File: config.mk
export PLATFORM = sky130hd
export DESIGN_NAME = ctu_ddr_dll_init_seq
export DESIGN_NICKNAME = d
export VERILOG_FILES = /design/src/rtl/ctu_ddr_dll_init_seq.sv
export SDC_FILE = /design/constraint.sdc
export NUM_CORES = 1
export LEC_CHECK = 0
export BUFFER_PORTS_ARGS = -buffer_cell sky130_fd_sc_hd__buf_2
export CORE_MARGIN = 2
export CORE_UTILIZATION = 55
export CTS_BUF_LIST = sky130_fd_sc_hd__clkbuf_2
export CTS_CLUSTER_DIAMETER = 30
export CTS_CLUSTER_SIZE = 10
export DETAILED_ROUTE_END_ITERATION = 6
export PLACE_DENSITY = 0.74
export SYNTH_ARGS = -nofsm -noshare
export SYNTH_HDL_FRONTEND = slang
export SYNTH_SLANG_ARGS = --single-unit
File: constraint.sdc
create_clock -name rclk -period 2.43 [get_ports rclk]
set_input_delay 0.729 -clock rclk [delete_from_list [all_inputs] [get_ports rclk]]
set_output_delay 0.729 -clock rclk [all_outputs]
set_load 0.05 [all_outputs]
File: src/rtl/ctu_ddr_dll_init_seq.sv
// ctu_ddr_dll_init_seq
// Bring-up and supervision sequencer for one DDR channel's master IO DLL.
// The sequencer holds the DLL in reset, waits for lock, and then checks that
// lock stays high for a number of cycles. It retries on timeout or overflow,
// up to a fixed budget. After lock it keeps watching for lock loss or overflow.
// The lock and overflow inputs are asynchronous and pass through 2-flop
// synchronizers. Every decision uses only the synchronized copies.
module ctu_ddr_dll_init_seq #(
    parameter int unsigned RST_HOLD_CYC = 64,
    parameter int unsigned LOCK_TIMEOUT = 4096,
    parameter int unsigned LOCK_STABLE  = 16,
    parameter int unsigned MAX_RETRY    = 3,
    parameter int unsigned CNT_W        = 13
) (
    input  logic       rclk,
    input  logic       arst_l,
    input  logic       start,
    input  logic [2:0] delayctr_cfg,
    output logic       ctu_ddr_iodll_rst_l,
    output logic [2:0] ctu_ddr_dll_delayctr,
    input  logic       ddr_ctu_dll_lock,
    input  logic       ddr_ctu_dll_overflow,
    output logic       dll_ready,
    output logic       dll_fail,
    output logic       lock_lost,
    output logic [1:0] retry_cnt,
    output logic [2:0] seq_state
);

    typedef enum logic [2:0] {
        S_IDLE      = 3'd0,
        S_RESET     = 3'd1,
        S_WAIT_LOCK = 3'd2,
        S_QUALIFY   = 3'd3,
        S_LOCKED    = 3'd4,
        S_FAIL      = 3'd5
    } state_t;

    // One shared counter serves three purposes:
    //   - counts down during the reset hold,
    //   - counts up toward the lock timeout,
    //   - counts up the stable-lock run.
    localparam logic [CNT_W-1:0] CNT_RST_LOAD = CNT_W'(RST_HOLD_CYC - 1);
    localparam logic [CNT_W-1:0] CNT_TMO_LAST = CNT_W'(LOCK_TIMEOUT - 1);
    localparam logic [CNT_W-1:0] CNT_STB_LAST = CNT_W'(LOCK_STABLE - 1);
    localparam logic [CNT_W-1:0] CNT_ONE      = CNT_W'(1);
    localparam logic [1:0]       RETRY_MAX    = 2'(MAX_RETRY);

    state_t           state_q, state_d;
    logic [CNT_W-1:0] cnt_q, cnt_d;
    logic [1:0]       retry_q, retry_d;
    logic [2:0]       delayctr_q, delayctr_d;
    logic             rst_l_q, rst_l_d;
    logic             ready_q, ready_d;
    logic             fail_q, fail_d;
    logic             lock_lost_q, lock_lost_d;
    logic             lock_meta_q, lock_meta_d, lock_s_q, lock_s_d;
    logic             ovf_meta_q, ovf_meta_d, ovf_s_q, ovf_s_d;
    logic             do_retry;

    // Synchronizer next values: raw pad inputs shift through two stages
    always_comb begin
        lock_meta_d = ddr_ctu_dll_lock;
        lock_s_d    = lock_meta_q;
        ovf_meta_d  = ddr_ctu_dll_overflow;
        ovf_s_d     = ovf_meta_q;
    end

    // Synchronizer flops for the asynchronous lock and overflow inputs
    always_ff @(posedge rclk or negedge arst_l) begin
        if (!arst_l) begin
            lock_meta_q <= 1'b0;
            lock_s_q    <= 1'b0;
            ovf_meta_q  <= 1'b0;
            ovf_s_q     <= 1'b0;
        end else begin
            lock_meta_q <= lock_meta_d;
            lock_s_q    <= lock_s_d;
            ovf_meta_q  <= ovf_meta_d;
            ovf_s_q     <= ovf_s_d;
        end
    end

    // Next-state, counter and retry logic. The registered outputs are derived
    // from the next state, so they line up with the state register.
    always_comb begin
        state_d     = state_q;
        cnt_d       = cnt_q;
        retry_d     = retry_q;
        delayctr_d  = delayctr_q;
        lock_lost_d = 1'b0;
        do_retry    = 1'b0;

        case (state_q)
            S_IDLE, S_FAIL: begin
                if (start) begin
                    state_d    = S_RESET;
                    cnt_d      = CNT_RST_LOAD;
                    retry_d    = 2'd0;
                    delayctr_d = delayctr_cfg;
                end
            end
            S_RESET: begin
                if (cnt_q == '0) begin
                    state_d = S_WAIT_LOCK;
                    cnt_d   = '0;
                end else begin
                    cnt_d = cnt_q - CNT_ONE;
                end
            end
            S_WAIT_LOCK: begin
                // A lock seen on the timeout cycle wins over the timeout
                if (ovf_s_q) begin
                    do_retry = 1'b1;
                end else if (lock_s_q) begin
                    state_d = S_QUALIFY;
                    cnt_d   = '0;
                end else if (cnt_q == CNT_TMO_LAST) begin
                    do_retry = 1'b1;
                end else begin
                    cnt_d = cnt_q + CNT_ONE;
                end
            end
            S_QUALIFY: begin
                if (ovf_s_q) begin
                    do_retry = 1'b1;
                end else if (!lock_s_q) begin
                    // Lock dropped while qualifying: the timeout starts again
                    state_d = S_WAIT_LOCK;
                    cnt_d   = '0;
                end else if (cnt_q == CNT_STB_LAST) begin
                    state_d = S_LOCKED;
                    cnt_d   = '0;
                end else begin
                    cnt_d = cnt_q + CNT_ONE;
                end
            end
            S_LOCKED: begin
                if (!lock_s_q || ovf_s_q) begin
                    lock_lost_d = 1'b1;
                    do_retry    = 1'b1;
                end
            end
            default: begin
                state_d = S_IDLE;
                cnt_d   = '0;
            end
        endcase

        // The retry budget is shared by all failure causes and only a start
        // clears it
        if (do_retry) begin
            if (retry_q < RETRY_MAX) begin
                retry_d = retry_q + 2'd1;
                cnt_d   = CNT_RST_LOAD;
                state_d = S_RESET;
            end else begin
                state_d = S_FAIL;
                cnt_d   = '0;
            end
        end

        rst_l_d = (state_d == S_WAIT_LOCK) || (state_d == S_QUALIFY) ||
                  (state_d == S_LOCKED);
        ready_d = (state_d == S_LOCKED);
        fail_d  = (state_d == S_FAIL);
    end

    // Sequencer state, counter and registered status/control outputs
    always_ff @(posedge rclk or negedge arst_l) begin
        if (!arst_l) begin
            state_q     <= S_IDLE;
            cnt_q       <= '0;
            retry_q     <= 2'd0;
            delayctr_q  <= 3'b000;
            rst_l_q     <= 1'b0;
            ready_q     <= 1'b0;
            fail_q      <= 1'b0;
            lock_lost_q <= 1'b0;
        end else begin
            state_q     <= state_d;
            cnt_q       <= cnt_d;
            retry_q     <= retry_d;
            delayctr_q  <= delayctr_d;
            rst_l_q     <= rst_l_d;
            ready_q     <= ready_d;
            fail_q      <= fail_d;
            lock_lost_q <= lock_lost_d;
        end
    end

    assign ctu_ddr_iodll_rst_l  = rst_l_q;
    assign ctu_ddr_dll_delayctr = delayctr_q;
    assign dll_ready            = ready_q;
    assign dll_fail             = fail_q;
    assign lock_lost            = lock_lost_q;
    assign retry_cnt            = retry_q;
    assign seq_state            = state_q;

endmodule

==> results of run 1 <==
-- state kept, by name, summed over array words and instances, names as in the netlist --
register / count
cnt_q: 13
ctu_ddr_dll_delayctr: 3
ctu_ddr_iodll_rst_l: 1
dll_fail: 1
dll_ready: 1
lock_lost: 1
lock_meta_q: 1
lock_s_q: 1
ovf_meta_q: 1
ovf_s_q: 1
retry_cnt: 2
seq_state: 3
-- metal layers --
layer	track usage, %	wire (µm)	up-vias	part of all wire [%]
li1	-	-	952	-
met1	36.46	2438	941	45
met2	44.19	2533	69	47
met3	4.966	297	11	5.5
met4	12.76	102	0	1.9
met5	0	0	-	0
-- through the flow --
step / util [%] / instance area [µm²] / worst slack, ns
after CTS: 63.67 / 2331 / 0.1208
after floorplan: - / 2091 / 0.2385
final: 63.94 / 2341 / 0.1666
after global placement: 61.86 / 2265 / 0.1834
after global routing: 63.94 / 2341 / 0.007111
after detailed placement: 61.86 / 2265 / 0.1419
-- how the worst min path moves through the flow --
stage | from | endpoint | slack, ns | cells after the start
after global routing | arst_l | ovf_s_q | 0.38 | 1
after detailed placement | lock_meta_q | lock_s_q | 0.34 | 0
final | arst_l | ovf_s_q | 0.34 | 1
after global placement | ovf_meta_q | ovf_s_q | 0.33 | 0
after CTS | arst_l | ovf_meta_q | 0.35 | 1
after floorplan | lock_meta_q | lock_s_q | 0.33 | 0
-- cell families after synthesis --
family / count (synthesis) / synth area share (%)
DFF: 29 / 34.71
and+or+nand+nor: 96 / 26.57
adders and majority gates: 5 / 2.873
xor gates and xnor gates: 3 / 1.257
muxes: 5 / 2.573
buffers and inverters: 19 / 5.386
AOI/OAI and AO/OA: 79 / 26.63
-- cell type report --
type / instances / area [µm²]
inverter: 7 / 26.28
tap: 48 / 60.06
multi-input combinational: 188 / 1262
clock buffer: 5 / 25.02
timing repair buffer: 33 / 200.2
sequential: 29 / 725.7
clock inverter: 3 / 41.29
fill: 347 / 1320
-- power breakdown --
part           switching, mW  internal, mW  total [mW]  leakage (nW)
Sequential             0.179         0.612       0.791         0.367
Combinational          0.903         0.575        1.48         0.622
Clock                  0.185         0.170       0.355        0.0366
-- layout by cell type (no fill, tap or decap), types with 2 or more instances in the layout --
master                      Yosys  layout
sky130_fd_sc_hd__nor4_1         5       5
sky130_fd_sc_hd__or2_2          2       2
sky130_fd_sc_hd__a31oi_1        6       6
sky130_fd_sc_hd__o221ai_1       2       2
sky130_fd_sc_hd__buf_2          5      19
sky130_fd_sc_hd__o21ai_2        2       2
sky130_fd_sc_hd__buf_4          2      14
sky130_fd_sc_hd__a221oi_1       2       2
sky130_fd_sc_hd__or3_1          2       2
sky130_fd_sc_hd__inv_1          7       7
sky130_fd_sc_hd__o21ai_1        4       4
sky130_fd_sc_hd__nor2_1        16      16
sky130_fd_sc_hd__clkbuf_2       0       5
sky130_fd_sc_hd__nand3b_1       2       2
sky130_fd_sc_hd__and3_2         2       2
sky130_fd_sc_hd__nor3_2         2       2
sky130_fd_sc_hd__nand4_1        2       2
sky130_fd_sc_hd__a211oi_1       2       2
sky130_fd_sc_hd__mux2_2         3       3
sky130_fd_sc_hd__nand2b_1       3       3
sky130_fd_sc_hd__nor3_1         6       6
sky130_fd_sc_hd__o2bb2ai_1      3       3
sky130_fd_sc_hd__and3b_1        2       2
sky130_fd_sc_hd__nand2_1       24      24
sky130_fd_sc_hd__o211ai_1       2       2
sky130_fd_sc_hd__ha_1           4       4
sky130_fd_sc_hd__a21oi_1       19      19
sky130_fd_sc_hd__a211o_1        4       4
sky130_fd_sc_hd__nand3_1        7       7
sky130_fd_sc_hd__o21ai_0       12      12
sky130_fd_sc_hd__dfrtp_1       29      29
sky130_fd_sc_hd__and3_1         5       5
sky130_fd_sc_hd__mux2i_1        2       2
sky130_fd_sc_hd__a22oi_1        3       3
sky130_fd_sc_hd__o31ai_1        3       3
sky130_fd_sc_hd__xnor2_1        2       2
==> metrics, run 1 <==
# nets final=276; count of flip-flops with a built-in enable after synthesis=0; slowest cell on the critical path=sky130_fd_sc_hd__o41ai_2; final antenna-violating net count=0; routed vias=1,973; clock-pin transition on the worst setup and hold timing paths=0.17 ns; die area=4311 µm²; cell with the most instances after synthesis=sky130_fd_sc_hd__dfrtp_1; number of distinct library cells after synthesis=71; arrival time worst endpoint=2.59 ns; count of standard-cell rows=22; highest net fanout along the worst path=8; total of flip-flops plus latches after synthesis=29; share of flip-flops with an asynchronous set or reset after synthesis=100.0%; drt wl/cell=17.16 µm; Commonest cells post-synth=29 x sky130_fd_sc_hd__dfrtp_1, 24 x sky130_fd_sc_hd__nand2_1, 19 x sky130_fd_sc_hd__a21oi_1; Hold Fails Final Rpt=0; largest cells by area after synthesis=sky130_fd_sc_hd__dfrtp_1 35%, sky130_fd_sc_hd__a21oi_1 4.5%, sky130_fd_sc_hd__nand2_1 4.3%, sky130_fd_sc_hd__o21ai_0 2.9%, sky130_fd_sc_hd__nor2_1 2.9%; Detailed Route Iter0 Violations=125; fraction of final layout cells sized beyond drive strength 1=25.28%; power after layout=2.624 mW; Fin Clk Skew=0.01236 ns; internal reg-to-reg setup slack=0.17 ns; ys flop type=sky130_fd_sc_hd__dfrtp_1; largest net degree at the start of global routing=30; achievable frequency=441.8 MHz; clock insertion delay at the later pin of the skew report=0.38 ns; clock tree sinks=29; normalized max-slew margin=50.86%; number of cells in the finished layout apart from fillers=313; post-synth top area cell=sky130_fd_sc_hd__dfrtp_1; total global routing track utilization=27.73%; # IOs=20; required time of the critical path=2.76 ns; count of final max-slew check failures=0; wire length of the first global-routing pass=9018 µm; unrepaired setup endpoints after global routing=no; worst flop-to-flop path startpoint=cnt_q[0]; post-detailed-route via-to-cell ratio=6.304; drt first pass iters=4; Power Density=1121 nW/µm²; number of levels the H-tree was split into=2; classification of the worst setup path=reg -> reg; final worst path period share=93.14%; Fin Hold WS=0.3439 ns; initial standard-cell utilization of the core=57.11%; width of the chip=65.66 µm; Root Driver=sky130_fd_sc_hd__clkbuf_2; standard cell core area=3661 µm²; maximum vdd ir drop=0.7787 mV; category of cells accounting for the largest share of critical-path delay=simple AND/OR/NAND/NOR gates; setup_tns=0 ns; launching element type of the critical path=flip-flop; cell chain of the critical path=ha_1 -> and3_1 -> nand4_2 -> o41ai_2 -> and2b_2 -> mux2i_1; Resized Gates After CTS=0; Max Buffers Root-to-Sink=2; number of hold buffers added after CTS=0; layout-stage area growth over the synthesis result=11.97%; capture point of the critical path=retry_cnt[0]; cell depth of the worst setup path=6; routed wire length=5371 µm; shortest clock period the worst path allows after layout=2.263 ns; synthesized instance count=236; min-delay worst type=in -> async; # diodes=0; post-DP HPWL=3893 µm; nets in the synthesized netlist=248; cell area after synthesis=2091 µm²; final RePlAce weighted congestion=0.9475; capturing element type of the critical path=flip-flop; Leakage Power=1.026 nW; total congestion overflow after global routing=0; TritonCTS clock tree=built; R2R Path End=retry_cnt[0]; Syn. warnings=0; Mean Syn Cell Area=8.859 µm²; number of setup violations in the final report=0; portion of the post-synthesis area used by sequential elements=34.71%; share of the synthesized area in the top cell type=34.71%; post-CTS setup repair buffer count=0; total placed cells including tap cells=305; Post-route DRC=0; vias in the first global route=1,878; total of buffers placed on input and output ports=19; Num CTS Buffers=5; count of maximum capacitance violations=0; maximum cell stage delay along the critical path=0.50 ns; initial antenna violation count=0; pin slew with the least headroom to its limit=0.7331 ns; Critical Path Source=cnt_q[0]; number of buffer and inverter stages on the critical path=0; status=complete, no violations; vertical extent of the die=65.66 µm; Worst R2R Path Depth=6
No activity file was read; power rests on OpenSTA's default activity.
==> run 2: changes to the inputs <==
Settings changed: CAP_MARGIN set to 30, CORE_UTILIZATION 55 to 61, PLACE_DENSITY 0.74 to 0.81.
==> metrics, run 2 (same netlist as run 1, synthesis figures left out) <==
post-DP HPWL=3873 µm; unrepaired setup endpoints after global routing=no; # nets final=281; drt first pass iters=5; Max Buffers Root-to-Sink=2; width of the chip=62.55 µm; setup_tns=0 ns; Fin Clk Skew=0.008154 ns; total global routing track utilization=29.11%; most common library cell in the layout ignoring fill and taps=sky130_fd_sc_hd__dfrtp_1; capturing element type of the critical path=flip-flop; achievable frequency=444.7 MHz; Detailed Route Iter0 Violations=261; min-delay worst type=in -> async; initial antenna violation count=0; Post-route DRC=0; final antenna-violating net count=0; post-detailed-route via-to-cell ratio=6.459; number of setup violations in the final report=0; routed wire length=5198 µm; arrival time worst endpoint=2.52 ns; power after layout=2.678 mW; clock-pin transition on the worst setup and hold timing paths=0.15 ns; vertical extent of the die=62.55 µm; standard cell core area=3311 µm²; routed vias=2,041; die area=3912 µm²; count of standard-cell rows=21; Power Density=1128 nW/µm²; Hold Fails Final Rpt=0; launching element type of the critical path=flip-flop; final worst path period share=92.54%; number of levels the H-tree was split into=2; Root Driver=sky130_fd_sc_hd__clkbuf_2; count of final max-slew check failures=0; layout-stage area growth over the synthesis result=13.58%; Num CTS Buffers=5; Design Area, Final=2375 µm²; Critical Path Source=cnt_q[0]; clock insertion delay at the later pin of the skew report=0.37 ns; # diodes=0; TritonCTS clock tree=built; final RePlAce weighted congestion=0.9448; normalized max-slew margin=58.07%; status=complete, no violations; worst flop-to-flop path startpoint=cnt_q[0]; maximum vdd ir drop=0.8865 mV; Final Util=71.73%; classification of the worst setup path=reg -> reg; wire length of the first global-routing pass=8914 µm; shortest clock period the worst path allows after layout=2.249 ns; pin slew with the least headroom to its limit=0.6290 ns; initial standard-cell utilization of the core=63.15%; Largest register FFs=13; drt wl/cell=16.45 µm; vias in the first global route=1,885; clock tree sinks=29; total congestion overflow after global routing=0; register containing the most flip-flops in the final layout=cnt_q; # IOs=20; Post-Place Cell Area=2300 µm²; highest net fanout along the worst path=10; largest net degree at the start of global routing=30; fraction of final layout cells sized beyond drive strength 1=26.30%; count of maximum capacitance violations=0; total of buffers placed on input and output ports=19; required time of the critical path=2.70 ns; number of hold buffers added after CTS=0; Leakage Power=1.082 nW; highest-count cells in the layout ignoring fill and taps=29 x sky130_fd_sc_hd__dfrtp_1, 24 x sky130_fd_sc_hd__nand2_1, 19 x sky130_fd_sc_hd__a21oi_1, 19 x sky130_fd_sc_hd__buf_2, 19 x sky130_fd_sc_hd__buf_4
## run 2: changes by cell type in the layout (fill, tap and decap cells not counted)
| cell | change |
|---|---|
| sky130_fd_sc_hd__buf_4 | +5 |
| sky130_fd_sc_hd__and2b_1 | +1 |
| sky130_fd_sc_hd__and2b_2 | -1 |
| sky130_fd_sc_hd__clkbuf_2 | +1 |
| sky130_fd_sc_hd__clkinvlp_4 | -1 |
| sky130_fd_sc_hd__nor4_2 | +1 |
| sky130_fd_sc_hd__nor4_4 | -1 |
| sky130_fd_sc_hd__o41ai_2 | -1 |
| sky130_fd_sc_hd__o41ai_4 | +1 |
## run 2: worst max-delay path, cell delays in order, from the launching register on
cell and delay [ns]:
sky130_fd_sc_hd__dfrtp_1 0.48, sky130_fd_sc_hd__ha_1 0.23, sky130_fd_sc_hd__and3_1 0.20, sky130_fd_sc_hd__nand4_2 0.21
sky130_fd_sc_hd__nor4_2 0.43, sky130_fd_sc_hd__or2_2 0.34, sky130_fd_sc_hd__o21ai_0 0.13, sky130_fd_sc_hd__o2bb2ai_1 0.12
## run 2: per-layer routing
layer  vias to the layer above  track usage [%]  wire length, µm
met3                        11            7.568              436
met5                         -                0                0
li1                        966                -                -
met1                       953            38.50             2303
met2                       111            46.91             2379
met4                         0            9.167               79
## run 2: area by class of cell
type                    count  area, µm²
repair buffers             38      237.7
clock buffers               6      30.03
flip-flops and latches     29      725.7
clock inverters             2      33.78
well taps                  46      57.56
fillers                   280      935.9
multi-input cells         188       1264
inverters                   7      26.28
## run 2: path summary, 6_finish.rpt
kind                                 to  slack (ns)  depth (start not counted)
setup / recovery              cnt_q[12]        0.18                          7
hold / removal             seq_state[1]        0.35                          1
setup reg to reg              cnt_q[12]        0.18                          7
hold reg to reg                 ovf_s_q        0.37                          0
max in group asynchronous      cnt_q[4]        1.66                          1
min in group rclk               ovf_s_q        0.37                          0
## run 2: what timing repair did
item,4_1_cts,5_1_grt
setup endpoints to repair,0,2
setup buffers,0,0
gates resized for setup,0,1
endpoints found under the hold margin,0,0
## run 2: report_power, final
group          switching [mW]  internal, mW
sequential              0.155         0.612
clock                   0.170         0.176
combinational           0.952         0.613
total                    1.28          1.40
## run 2: stage by stage
step | cells | worst slack, ns | hold WS, ns
global route | 316 | 0.03275 | 0.3769
global placement | 308 | 0.2017 | 0.3341
detailed placement | 308 | 0.2016 | 0.3403
CTS | 316 | 0.1632 | 0.3689
finish | 316 | 0.1812 | 0.3489
floorplan | 236 | 0.2385 | 0.3312
